### src/rtl/nibble_serial_adder_pkg.sv
// Shared definitions for the nibble-serial adder: state encoding, nibble width
// and the 4-bit add helper used by the nibble datapath.
package nsa_pkg;

    localparam int NIBBLE_W = 4;

    localparam logic [1:0] ST_IDLE = 2'd0;
    localparam logic [1:0] ST_RUN  = 2'd1;
    localparam logic [1:0] ST_DONE = 2'd2;

    typedef enum logic [1:0] {
        S_IDLE = ST_IDLE,
        S_RUN  = ST_RUN,
        S_DONE = ST_DONE
    } state_e;

    // Returns {carry, sum} of a + b + c for one nibble.
    function automatic logic [NIBBLE_W:0] nibble_add(
        input logic [NIBBLE_W-1:0] a,
        input logic [NIBBLE_W-1:0] b,
        input logic                c
    );
        return {1'b0, a} + {1'b0, b} + {{NIBBLE_W{1'b0}}, c};
    endfunction

endpackage

### src/rtl/nibble_serial_adder_if.sv
// Operand/result handshake bundle for nibble_serial_adder.
// Optional macro NSA_OVF_EN adds the signed-overflow flag ovf_out.
interface nibble_serial_adder_if #(
    parameter int WIDTH = 16
);
    logic             in_valid_in;
    logic             in_ready_out;
    logic [WIDTH-1:0] a_in;
    logic [WIDTH-1:0] b_in;
    logic             c_in;
    logic             out_valid_out;
    logic             out_ready_in;
    logic [WIDTH-1:0] sum_out;
    logic             carry_out;
`ifdef NSA_OVF_EN
    logic             ovf_out;

    modport master (
        output in_valid_in, a_in, b_in, c_in, out_ready_in,
        input  in_ready_out, out_valid_out, sum_out, carry_out, ovf_out
    );

    modport slave (
        input  in_valid_in, a_in, b_in, c_in, out_ready_in,
        output in_ready_out, out_valid_out, sum_out, carry_out, ovf_out
    );
`else
    modport master (
        output in_valid_in, a_in, b_in, c_in, out_ready_in,
        input  in_ready_out, out_valid_out, sum_out, carry_out
    );

    modport slave (
        input  in_valid_in, a_in, b_in, c_in, out_ready_in,
        output in_ready_out, out_valid_out, sum_out, carry_out
    );
`endif
endinterface

### src/rtl/nibble_serial_adder_fa4.sv
// Single 4-bit full adder stage shared by every nibble pass.
module full_adder_4
    import nsa_pkg::*;
(
    input  logic [NIBBLE_W-1:0] a_i,
    input  logic [NIBBLE_W-1:0] b_i,
    input  logic                c_i,
    output logic [NIBBLE_W-1:0] sum_o,
    output logic                carry_o
);

    assign {carry_o, sum_o} = nibble_add(a_i, b_i, c_i);

endmodule

### src/rtl/nibble_serial_adder.sv
// WIDTH-bit adder that reuses one full_adder_4 over WIDTH/4 cycles, LSB nibble first.
// Optional macro NSA_OVF_EN adds the signed-overflow output.
module nibble_serial_adder
    import nsa_pkg::*;
#(
    parameter int WIDTH = 16            // multiple of 4, at least 8
) (
    input  logic                  clk_in,
    input  logic                  rst_n_in,
    nibble_serial_adder_if.slave  bus
);

    localparam int NIBBLES = WIDTH / NIBBLE_W;
    localparam int CNT_W   = $clog2(NIBBLES);
    localparam logic [CNT_W-1:0] LAST_CNT = CNT_W'(NIBBLES - 1);

    state_e               state_q, state_d;
    logic [WIDTH-1:0]     a_sh_q, a_sh_d;
    logic [WIDTH-1:0]     b_sh_q, b_sh_d;
    logic [WIDTH-1:0]     sum_q, sum_d;
    logic                 cy_q, cy_d;
    logic                 cout_q, cout_d;
    logic [CNT_W-1:0]     cnt_q, cnt_d;
    logic                 in_ready_q;
    logic                 out_valid_q;

    logic [NIBBLE_W-1:0]  fa_sum;
    logic                 fa_cout;

`ifdef NSA_OVF_EN
    logic                 a_s_q, a_s_d;
    logic                 b_s_q, b_s_d;
    logic                 ovf_q, ovf_d;
`endif

    full_adder_4 u_fa (
        .a_i     (a_sh_q[NIBBLE_W-1:0]),
        .b_i     (b_sh_q[NIBBLE_W-1:0]),
        .c_i     (cy_q),
        .sum_o   (fa_sum),
        .carry_o (fa_cout)
    );

    // Next-state and datapath update for the IDLE/RUN/DONE sequence.
    always_comb begin
        state_d = state_q;
        a_sh_d  = a_sh_q;
        b_sh_d  = b_sh_q;
        sum_d   = sum_q;
        cy_d    = cy_q;
        cout_d  = cout_q;
        cnt_d   = cnt_q;
`ifdef NSA_OVF_EN
        a_s_d   = a_s_q;
        b_s_d   = b_s_q;
        ovf_d   = ovf_q;
`endif
        case (state_q)
            S_IDLE: begin
                if (bus.in_valid_in) begin
                    a_sh_d  = bus.a_in;
                    b_sh_d  = bus.b_in;
                    cy_d    = bus.c_in;
                    cnt_d   = {CNT_W{1'b0}};
`ifdef NSA_OVF_EN
                    a_s_d   = bus.a_in[WIDTH-1];
                    b_s_d   = bus.b_in[WIDTH-1];
`endif
                    state_d = S_RUN;
                end else begin
                    state_d = S_IDLE;
                end
            end
            S_RUN: begin
                // Nibble sums enter at the MSB end so the first (LSB) nibble lands at bit 0.
                sum_d  = {fa_sum, sum_q[WIDTH-1:NIBBLE_W]};
                a_sh_d = {{NIBBLE_W{1'b0}}, a_sh_q[WIDTH-1:NIBBLE_W]};
                b_sh_d = {{NIBBLE_W{1'b0}}, b_sh_q[WIDTH-1:NIBBLE_W]};
                cy_d   = fa_cout;
                if (cnt_q == LAST_CNT) begin
                    cnt_d   = {CNT_W{1'b0}};
                    cout_d  = fa_cout;
`ifdef NSA_OVF_EN
                    ovf_d   = (a_s_q == b_s_q) & (fa_sum[NIBBLE_W-1] != a_s_q);
`endif
                    state_d = S_DONE;
                end else begin
                    cnt_d   = cnt_q + CNT_W'(1);
                    state_d = S_RUN;
                end
            end
            S_DONE: begin
                if (bus.out_ready_in) begin
`ifdef NSA_OVF_EN
                    ovf_d   = 1'b0;
`endif
                    state_d = S_IDLE;
                end else begin
                    state_d = S_DONE;
                end
            end
            default: begin
                state_d = S_IDLE;
            end
        endcase
    end

    // FSM state register; handshake flags are registered from the next state.
    always_ff @(posedge clk_in or negedge rst_n_in) begin
        if (!rst_n_in) begin
            state_q     <= S_IDLE;
            in_ready_q  <= 1'b1;
            out_valid_q <= 1'b0;
        end else begin
            state_q     <= state_d;
            in_ready_q  <= (state_d == S_IDLE);
            out_valid_q <= (state_d == S_DONE);
        end
    end

    // Operand shifters, carry chain, counter and result registers.
    always_ff @(posedge clk_in or negedge rst_n_in) begin
        if (!rst_n_in) begin
            a_sh_q <= {WIDTH{1'b0}};
            b_sh_q <= {WIDTH{1'b0}};
            sum_q  <= {WIDTH{1'b0}};
            cy_q   <= 1'b0;
            cout_q <= 1'b0;
            cnt_q  <= {CNT_W{1'b0}};
        end else begin
            a_sh_q <= a_sh_d;
            b_sh_q <= b_sh_d;
            sum_q  <= sum_d;
            cy_q   <= cy_d;
            cout_q <= cout_d;
            cnt_q  <= cnt_d;
        end
    end

`ifdef NSA_OVF_EN
    // Operand sign capture and overflow flag.
    always_ff @(posedge clk_in or negedge rst_n_in) begin
        if (!rst_n_in) begin
            a_s_q <= 1'b0;
            b_s_q <= 1'b0;
            ovf_q <= 1'b0;
        end else begin
            a_s_q <= a_s_d;
            b_s_q <= b_s_d;
            ovf_q <= ovf_d;
        end
    end

    assign bus.ovf_out = ovf_q;
`endif

    assign bus.in_ready_out  = in_ready_q;
    assign bus.out_valid_out = out_valid_q;
    assign bus.sum_out       = sum_q;
    assign bus.carry_out     = cout_q;

endmodule

### src/flat_wrapper.sv
// flat-port wrapper written by rule: the top's interface ports become plain ports
module nibble_serial_adder_flat import nsa_pkg::*;
#(
    parameter int WIDTH = 16                                        
)
  (clk_in, rst_n_in, bus_in_valid_in, bus_a_in, bus_b_in, bus_c_in, bus_out_ready_in, bus_in_ready_out, bus_out_valid_out, bus_sum_out, bus_carry_out);
  nibble_serial_adder_if #(.WIDTH(WIDTH)) bus_i ();
  input  logic clk_in;
  input  logic rst_n_in;
  input wire logic [$bits(bus_i.in_valid_in)-1:0] bus_in_valid_in;
  input wire logic [$bits(bus_i.a_in)-1:0] bus_a_in;
  input wire logic [$bits(bus_i.b_in)-1:0] bus_b_in;
  input wire logic [$bits(bus_i.c_in)-1:0] bus_c_in;
  input wire logic [$bits(bus_i.out_ready_in)-1:0] bus_out_ready_in;
  output wire logic [$bits(bus_i.in_ready_out)-1:0] bus_in_ready_out;
  output wire logic [$bits(bus_i.out_valid_out)-1:0] bus_out_valid_out;
  output wire logic [$bits(bus_i.sum_out)-1:0] bus_sum_out;
  output wire logic [$bits(bus_i.carry_out)-1:0] bus_carry_out;
  assign bus_i.in_valid_in = bus_in_valid_in;
  assign bus_i.a_in = bus_a_in;
  assign bus_i.b_in = bus_b_in;
  assign bus_i.c_in = bus_c_in;
  assign bus_i.out_ready_in = bus_out_ready_in;
  assign bus_in_ready_out = bus_i.in_ready_out;
  assign bus_out_valid_out = bus_i.out_valid_out;
  assign bus_sum_out = bus_i.sum_out;
  assign bus_carry_out = bus_i.carry_out;
  nibble_serial_adder #(.WIDTH(WIDTH)) u_core (.clk_in(clk_in), .rst_n_in(rst_n_in), .bus(bus_i));
endmodule
### config.mk
export PLATFORM = sky130hd
export DESIGN_NAME = nibble_serial_adder_flat
export DESIGN_NICKNAME = d
export VERILOG_FILES = /design/src/rtl/nibble_serial_adder_pkg.sv /design/src/rtl/nibble_serial_adder_if.sv /design/src/rtl/nibble_serial_adder_fa4.sv /design/src/rtl/nibble_serial_adder.sv /design/src/flat_wrapper.sv
export SDC_FILE = /design/constraint.sdc
export NUM_CORES = 1
export LEC_CHECK = 0
export CAP_MARGIN = 10
export CELL_PAD_IN_SITES_DETAIL_PLACEMENT = 2
export CELL_PAD_IN_SITES_GLOBAL_PLACEMENT = 2
export CORE_MARGIN = 3
export CORE_UTILIZATION = 28
export CTS_CLUSTER_SIZE = 40
export DETAILED_ROUTE_END_ITERATION = 16
export HOLD_SLACK_MARGIN = 0.08
export MAX_ROUTING_LAYER = met4
export PLACE_DENSITY_LB_ADDON = 0.1
export SYNTH_ARGS = -nofsm -noshare
export SYNTH_HDL_FRONTEND = slang
export SYNTH_SLANG_ARGS = --single-unit
### constraint.sdc
create_clock -name clk_in -period 1.8 [get_ports clk_in]
set_clock_uncertainty 0.05 [all_clocks]
set_input_delay 0.54 -clock clk_in [delete_from_list [all_inputs] [get_ports clk_in]]
set_output_delay 0.54 -clock clk_in [all_outputs]
set_load 0.1 [all_outputs]
==> qor.txt, run 1 <==
run status: finished clean
Hold Fails Final Rpt: 0
share of layout cells above drive strength 1: 0.161
DIE WIDTH: 102 µm
max_cap viols: 0
pin count of the biggest net entering global routing: 57
# fillers: 945
Pwr Density: 2160 nW/µm²
CTS sink count: 56
WL/cell: 15.7 µm
crit path max fanout: 2
Req. time, crit path: 1.99 ns
Ant. Diodes: 0
Detailed Routing Iterations Pass 1: 4
EDFF count, synth: 0
Netlist cell types: 31
final period utilization: 0.951
Crit Path Category: reg2reg
sequential area share after synthesis: 0.539
Tot Pwr: 7.93 mW
routed vias/inst: 4.78
CP cell instances: inv_2, fa_2, fa_2, nand2b_4, o2bb2ai_4, mux2i_1
CP arrival: 1.90 ns
Setup-failing EPs final: 0
P_leak: 1.65 nW
gpl congestion: 0.718
initial drt markers: 42
clk slew on worst S/H paths: 0.10 ns
num ports: 56
DP HPWL: 4.90 mm
maximum VDD drop: 0.828 mV
Psw: 3.86 mW
RSZ-0062 raised after global routing: yes
switching share of power: 0.487
DRT Wirelength: 6.77 mm
Int Pwr: 4.07 mW
Syn Inst Count: 261
total die area: 10500 µm²
r2r worst-path depth: 6
Total GRT Usage: 0.142
area share of the largest cell type after synthesis: 0.529
CP endpoint kind: flop
Period minus WS final: 1.71 ns
flop and latch count out of synthesis: 56
worst-margin pin slew: 0.366 ns
f_max: 584 MHz
# port buffers: 55
Critical Path Most Common Cell: fa_2
top-count cell post-synth: nand2_1
Synth async-reset ratio: 1.00
Primary FF master, synth: dfrtp_1
grt ovf: 0
Avg Synthesized Cell Area: 9.98 µm²
Seq pwr share: 0.288
Initial Util: 0.293
synthesized cell area: 2600 µm²
Die Y: 102 µm
Clock Tree Buf Depth: 2
vias in the first global route: 2227
hold-fix buffers at CTS: 0
drt drc: 0
Core Rows: 34
clock share of power: 0.092
CTS Root Cell: clkbuf_8
HP Class: in2async
Nets: 365
Worst-Skew Late Latency: 0.32 ns
H-Tree Depth: 2
Syn Nets: 304
Core Area: 8890 µm²
synth top area cells: dfrtp_1, nand2_1, mux2i_1
detailed-route via count: 2062
combinational power share: 0.620
Worst setup SP type: flop
Slowest cell on crit path: fa_2
CTS tree: done
number of CTS-inserted buffers: 5
antenna violations before repair: 0
Post-synth top cells: nand2_1, dfrtp_1, mux2i_1
first-pass GRT wire length: 11.3 mm
DRT antenna net count: 0
Final Max Slew Viols: 0
worst stage delay on the critical path: 0.40 ns
synthesis-to-finish area growth: 40.8%
Synth Warn #: 0
Final Core Density: 0.412
largest area contributor in the netlist: dfrtp_1
Slew HR: 0.752
per-layer routing:
metal  share of wire  vias up  global-route usage
met4           0.012        0              0.0454
met2            0.50       43               0.227
li1                -      985                   -
met3           0.036       11              0.0259
met5               0        -                   -
met1            0.45     1023               0.183
metrics by stage:
| step | instance area, µm² | worst slack, ns | setup TNS (ns) | hold slack [ns] | std cells |
|---|---|---|---|---|---|
| CTS | 3620 | 0.0460 | 0 | 0.170 | 429 |
| global placement | 3530 | -0.0155 | -0.0302 | 0.416 | 421 |
| detailed placement | 3530 | -0.0632 | -0.454 | 0.425 | 421 |
| finish | 3670 | 0.0886 | 0 | 0.166 | 431 |
| floorplan | 2600 | 0.0434 | 0 | 0.194 | 261 |
| global route | 3670 | -0.0187 | -0.0187 | 0.171 | 431 |
cell families after synthesis:
logic type,count (synthesis),share of synthesized area
AO/OA/AOI/OAI,54,0.115
buffers and inverters,23,0.0461
flip-flops,56,0.539
AND/OR/NAND/NOR,94,0.158
multiplexers,27,0.104
XOR/XNOR,1,0.00336
adder cells (fa/ha/maj),6,0.0346
worst max-delay path: cells and delay by family, from the launching register on:
| kind | cells | cell delay (ns) |
|---|---|---|
| AND/OR/NAND/NOR | 1 | 0.15 |
| adder cells (fa/ha/maj) | 2 | 0.77 |
| flip-flops | 1 | 0.37 |
| buffers and inverters | 1 | 0.05 |
| AO/OA/AOI/OAI | 1 | 0.12 |
| multiplexers | 1 | 0.12 |
layout by cell type, fill, tap and decap left out, types with 2 or more instances in the layout:
cell             netlist  final
clkdlybuf4s50_1        0     35
nand2b_4               1      2
clkinv_2               0      2
nor2_1                 3      3
clkbuf_8               0      6
dfrtp_1               55     55
mux2i_1               27     27
buf_4                  1     12
fa_2                   0      2
o21ai_0               12     12
inv_1                  7      6
a21oi_1                9      9
nand2_1               73     73
nor2b_1               11     11
ha_1                   4      4
o21ai_1               25     25
buf_12                 0     22
power by group through the flow:
stage          registers, mW  clock network [mW]  logic, mW
6_report                2.28               0.731       4.91
5_1_grt                 2.37               0.825       5.32
4_1_cts                 2.30               0.768       4.89
3_5_place_dp            2.32                   0       4.87
3_3_place_gp            2.29                   0       4.78
2_1_floorplan           3.53                   0       1.89
layout make-up:
| cell class | instances | area (µm²) | area share |
|---|---|---|---|
| sequential | 56 | 1400 | 0.383 |
| multi-input combinational | 182 | 1120 | 0.306 |
| timing repair buffer | 70 | 886 | 0.242 |
| tap | 108 | 135 | 0.0369 |
| clock buffer | 6 | 82.6 | 0.0225 |
| inverter | 7 | 26.3 | 0.00717 |
| clock inverter | 2 | 10.0 | 0.00273 |
repair_timing:
action,4_1_cts,5_1_grt
buffers inserted,0,2
gates cloned,0,0
pin swaps,0,4
resized for setup,2,4
endpoints found under the setup margin,3,2
final timing paths:
kind	from	to	slack (ns)
max reg2reg	u_core.a_sh_q[0]	u_core.cy_q	0.09
max	u_core.a_sh_q[0]	u_core.cy_q	0.09
min reg2reg	u_core.b_sh_q[7]	u_core.b_sh_q[7]	0.45
min	rst_n_in	u_core.bus.sum_out[15]	0.17
min in group clk_in	u_core.b_sh_q[7]	u_core.b_sh_q[7]	0.45
max in group asynchronous	rst_n_in	u_core.bus.in_ready_out	1.24
sequential cells by signal (all words and copies together) (netlist names):
register	flops
u_core.cy_q	1
u_core.bus.in_ready_out	1
u_core.bus.carry_out	1
u_core.bus.out_valid_out	1
u_core.cnt_q	2
u_core.a_sh_q	16
u_core.state_q	2
u_core.b_sh_q	16
u_core.bus.sum_out	16
(Power assumes the default switching activity.)
==> run 2, diff against run 1 <==
- CTS_CLUSTER_SIZE: 40 -> 14
==> results of run 2 <==
Final layout, timing and power as in run 1 (identical DEF).
==> run 3, diff against run 2 <==
--- a/config.mk
+++ b/config.mk
@@ -16,4 +16,5 @@
 export MAX_ROUTING_LAYER = met4
 export PLACE_DENSITY_LB_ADDON = 0.1
+export SLEW_MARGIN = 20
 export SYNTH_ARGS = -nofsm -noshare
 export SYNTH_HDL_FRONTEND = slang
==> constraint.sdc (replaced) <==
create_clock -name clk_in -period 1.8 [get_ports clk_in]
set_clock_uncertainty 0.05 [all_clocks]
set_input_delay 0.36 -clock clk_in [delete_from_list [all_inputs] [get_ports clk_in]]
set_output_delay 0.36 -clock clk_in [all_outputs]
set_load 0.1 [all_outputs]
==> qor.txt, run 3 (synthesis results as in run 1) <==
run status: finished clean
Total GRT Usage: 0.142 (-0.000293)
DRT Wirelength: 6.79 mm (+0.35%)
Period minus WS final: 1.73 ns (+0.0153 ns)
synthesis-to-finish area growth: 41.3%
hold path depth: 2
setup total negative slack: 0 ns (unchanged)
Nets: 366 (+0.27%)
FF-to-FF setup slack: 0.07 ns (-0.02 ns)
CP arrival: 1.91 ns (about the same)
Int Pwr: 4.16 mW (+2.4%)
HP Class: reg2reg
cell family with most CP delay: adder cells
drt drc: 0 (unchanged)
Clock Tree Buf Depth: 2 (unchanged)
number of CTS-inserted buffers: 5 (unchanged)
Die Y: 102 µm (unchanged)
most frequent cells in the layout: nand2_1, dfrtp_1, clkdlybuf4s50_1
f_max: 579 MHz (-0.89%)
vias in the first global route: 2173 (-2.4%)
# port buffers: 55 (unchanged)
Worst setup SP type: flop
clk slew on worst S/H paths: 0.10 ns (about the same)
Core Area: 8890 µm² (unchanged)
WL/cell: 15.7 µm (+0.12%)
DRT antenna net count: 0 (unchanged)
pin count of the biggest net entering global routing: 57 (unchanged)
Final Max Slew Viols: 0 (unchanged)
CTS tree: done
Req. time, crit path: 1.98 ns (about the same)
Critical Path Most Common Cell: fa_2
r2r worst-path depth: 6 (unchanged)
Slowest cell on crit path: fa_2
most common cell after layout, fill and taps aside: nand2_1
routed vias/inst: 4.76 (-0.52%)
antenna violations before repair: 0 (unchanged)
Crit Path Category: reg2reg
Setup-failing EPs final: 0 (unchanged)
detailed-route via count: 2056 (-0.29%)
first-pass GRT wire length: 11.2 mm (-0.85%)
Core Rows: 34 (unchanged)
met3 GRT Util: 0.0287 (+0.00273)
worst stage delay on the critical path: 0.40 ns (about the same)
num ports: 56 (unchanged)
share of layout cells above drive strength 1: 0.160 (-0.000497)
Ant. Diodes: 0 (unchanged)
final worst slack: 0.0733 ns (-0.0153 ns)
P_leak: 1.65 nW (+0.32%)
DIE WIDTH: 102 µm (unchanged)
total die area: 10500 µm² (unchanged)
placed insts: 422 (+0.24%)
Initial Util: 0.293 (unchanged)
crit path max fanout: 2 (unchanged)
clock share of power: 0.105 (+0.013)
CP cell instances: inv_2, fa_2, fa_2, nand2b_4, o2bb2ai_2, a31oi_1
grt ovf: 0 (unchanged)
met2 usage: 0.228 (+0.00149)
Slew HR: 0.785 (+0.0326)
CTS sink count: 56 (unchanged)
DP Worst Slack: -0.0876 ns (-0.0244 ns)
maximum VDD drop: 0.818 mV (-1.2%)
M1 GR Usage: 0.182 (-0.00128)
switching share of power: 0.481 (-0.00615)
RSZ-0062 raised after global routing: yes
max_cap viols: 0 (unchanged)
cell count along the critical path: 6 (unchanged)
H-Tree Depth: 2 (unchanged)
Worst Hold Path EP: u_core.b_sh_q[4]
Seq pwr share: 0.284 (-0.004)
Pwr Density: 2180 nW/µm² (+0.81%)
Worst-Skew Late Latency: 0.32 ns (about the same)
Buf/Inv on CP: 1 (unchanged)
gpl congestion: 0.754 (+5.0%)
Hold Fails Final Rpt: 0 (unchanged)
reg-to-reg endpoint: u_core.bus.carry_out
worst-margin pin slew: 0.318 ns (-0.0481 ns)
Psw: 3.85 mW (-0.12%)
combinational power share: 0.610 (-0.010)
r2r startpoint: u_core.a_sh_q[0]
HP Start: u_core.b_sh_q[4]
Detailed Routing Iterations Pass 1: 4 (unchanged)
initial drt markers: 36 (-14%)
grt peak-use layer: met2
final period utilization: 0.959 (+0.00851)
CTS Root Cell: clkbuf_8
CP endpoint kind: flop
DP HPWL: 4.89 mm (about the same)
fin cells: 432 (+0.23%)
[run 3: layout make-up]
| cell class | instances | area [µm²] |
|---|---|---|
| clock buffers | 6 | 72.6 |
| clock inverters | 2 | 35.0 |
| fillers | 947 | 5210 |
| inverters | 7 | 26.3 |
| multi-input cells | 182 | 1110 |
| flip-flops and latches | 56 | 1400 |
| well taps | 108 | 135 |
| repair buffers | 71 | 896 |
[run 3: worst max path at each step]
| stage | start | to | slack [ns] |
|---|---|---|---|
| 2_1_floorplan | u_core.cy_q | u_core.bus.carry_out | 0.04 |
| 3_3_place_gp | u_core.cy_q | u_core.bus.carry_out | -0.004 |
| 3_5_place_dp | u_core.cy_q | u_core.bus.carry_out | -0.09 |
| 4_1_cts | u_core.cy_q | u_core.bus.carry_out | 0.006 |
| 5_1_grt | u_core.a_sh_q[0] | u_core.bus.carry_out | -0.02 |
| 6_report | u_core.a_sh_q[0] | u_core.bus.carry_out | 0.07 |
[run 3: stage by stage]
step,utilization,power [mW],instance area [µm²],hold WS (ns)
after floorplan,-,5.42,2600,0.0144
after global placement,0.398,7.07,3530,0.347
after detailed placement,0.398,7.21,3530,0.344
after CTS,0.411,8.10,3660,0.448
after global routing,0.414,8.57,3680,0.476
final,0.414,8.02,3680,0.442
[run 3: power by group through the flow]
stage               combinational [mW]  clock (mW)  sequential, mW
floorplan                         1.89           0            3.53
global placement                  4.78           0            2.29
detailed placement                4.89           0            2.32
CTS                               4.93       0.878            2.30
global route                      5.27       0.933            2.37
finish                            4.89       0.846            2.28
[run 3: per-layer routing]
metal  vias to the layer above  part of all wire
li1                        992                 -
met1                      1014              0.46
met2                        43              0.49
met3                         7             0.040
met4                         0            0.0071
met5                         -                 0
[run 3: timing repair]
action                                 CTS  global route
resized for setup                        2             4
setup endpoints to repair                3             3
pin swaps                                0             3
setup buffers                            0             1
endpoints found under the hold margin   55             0
hold buffers                             1             0
[run 3: worst reg2reg max path: cells and delay by family (launching register included)]
family                   cells  cell delay (ns)
buffers and inverters        1             0.05
AO/OA/AOI/OAI                2             0.26
AND/OR/NAND/NOR              1             0.15
flip-flops                   1             0.37
adder cells (fa/ha/maj)      2             0.77
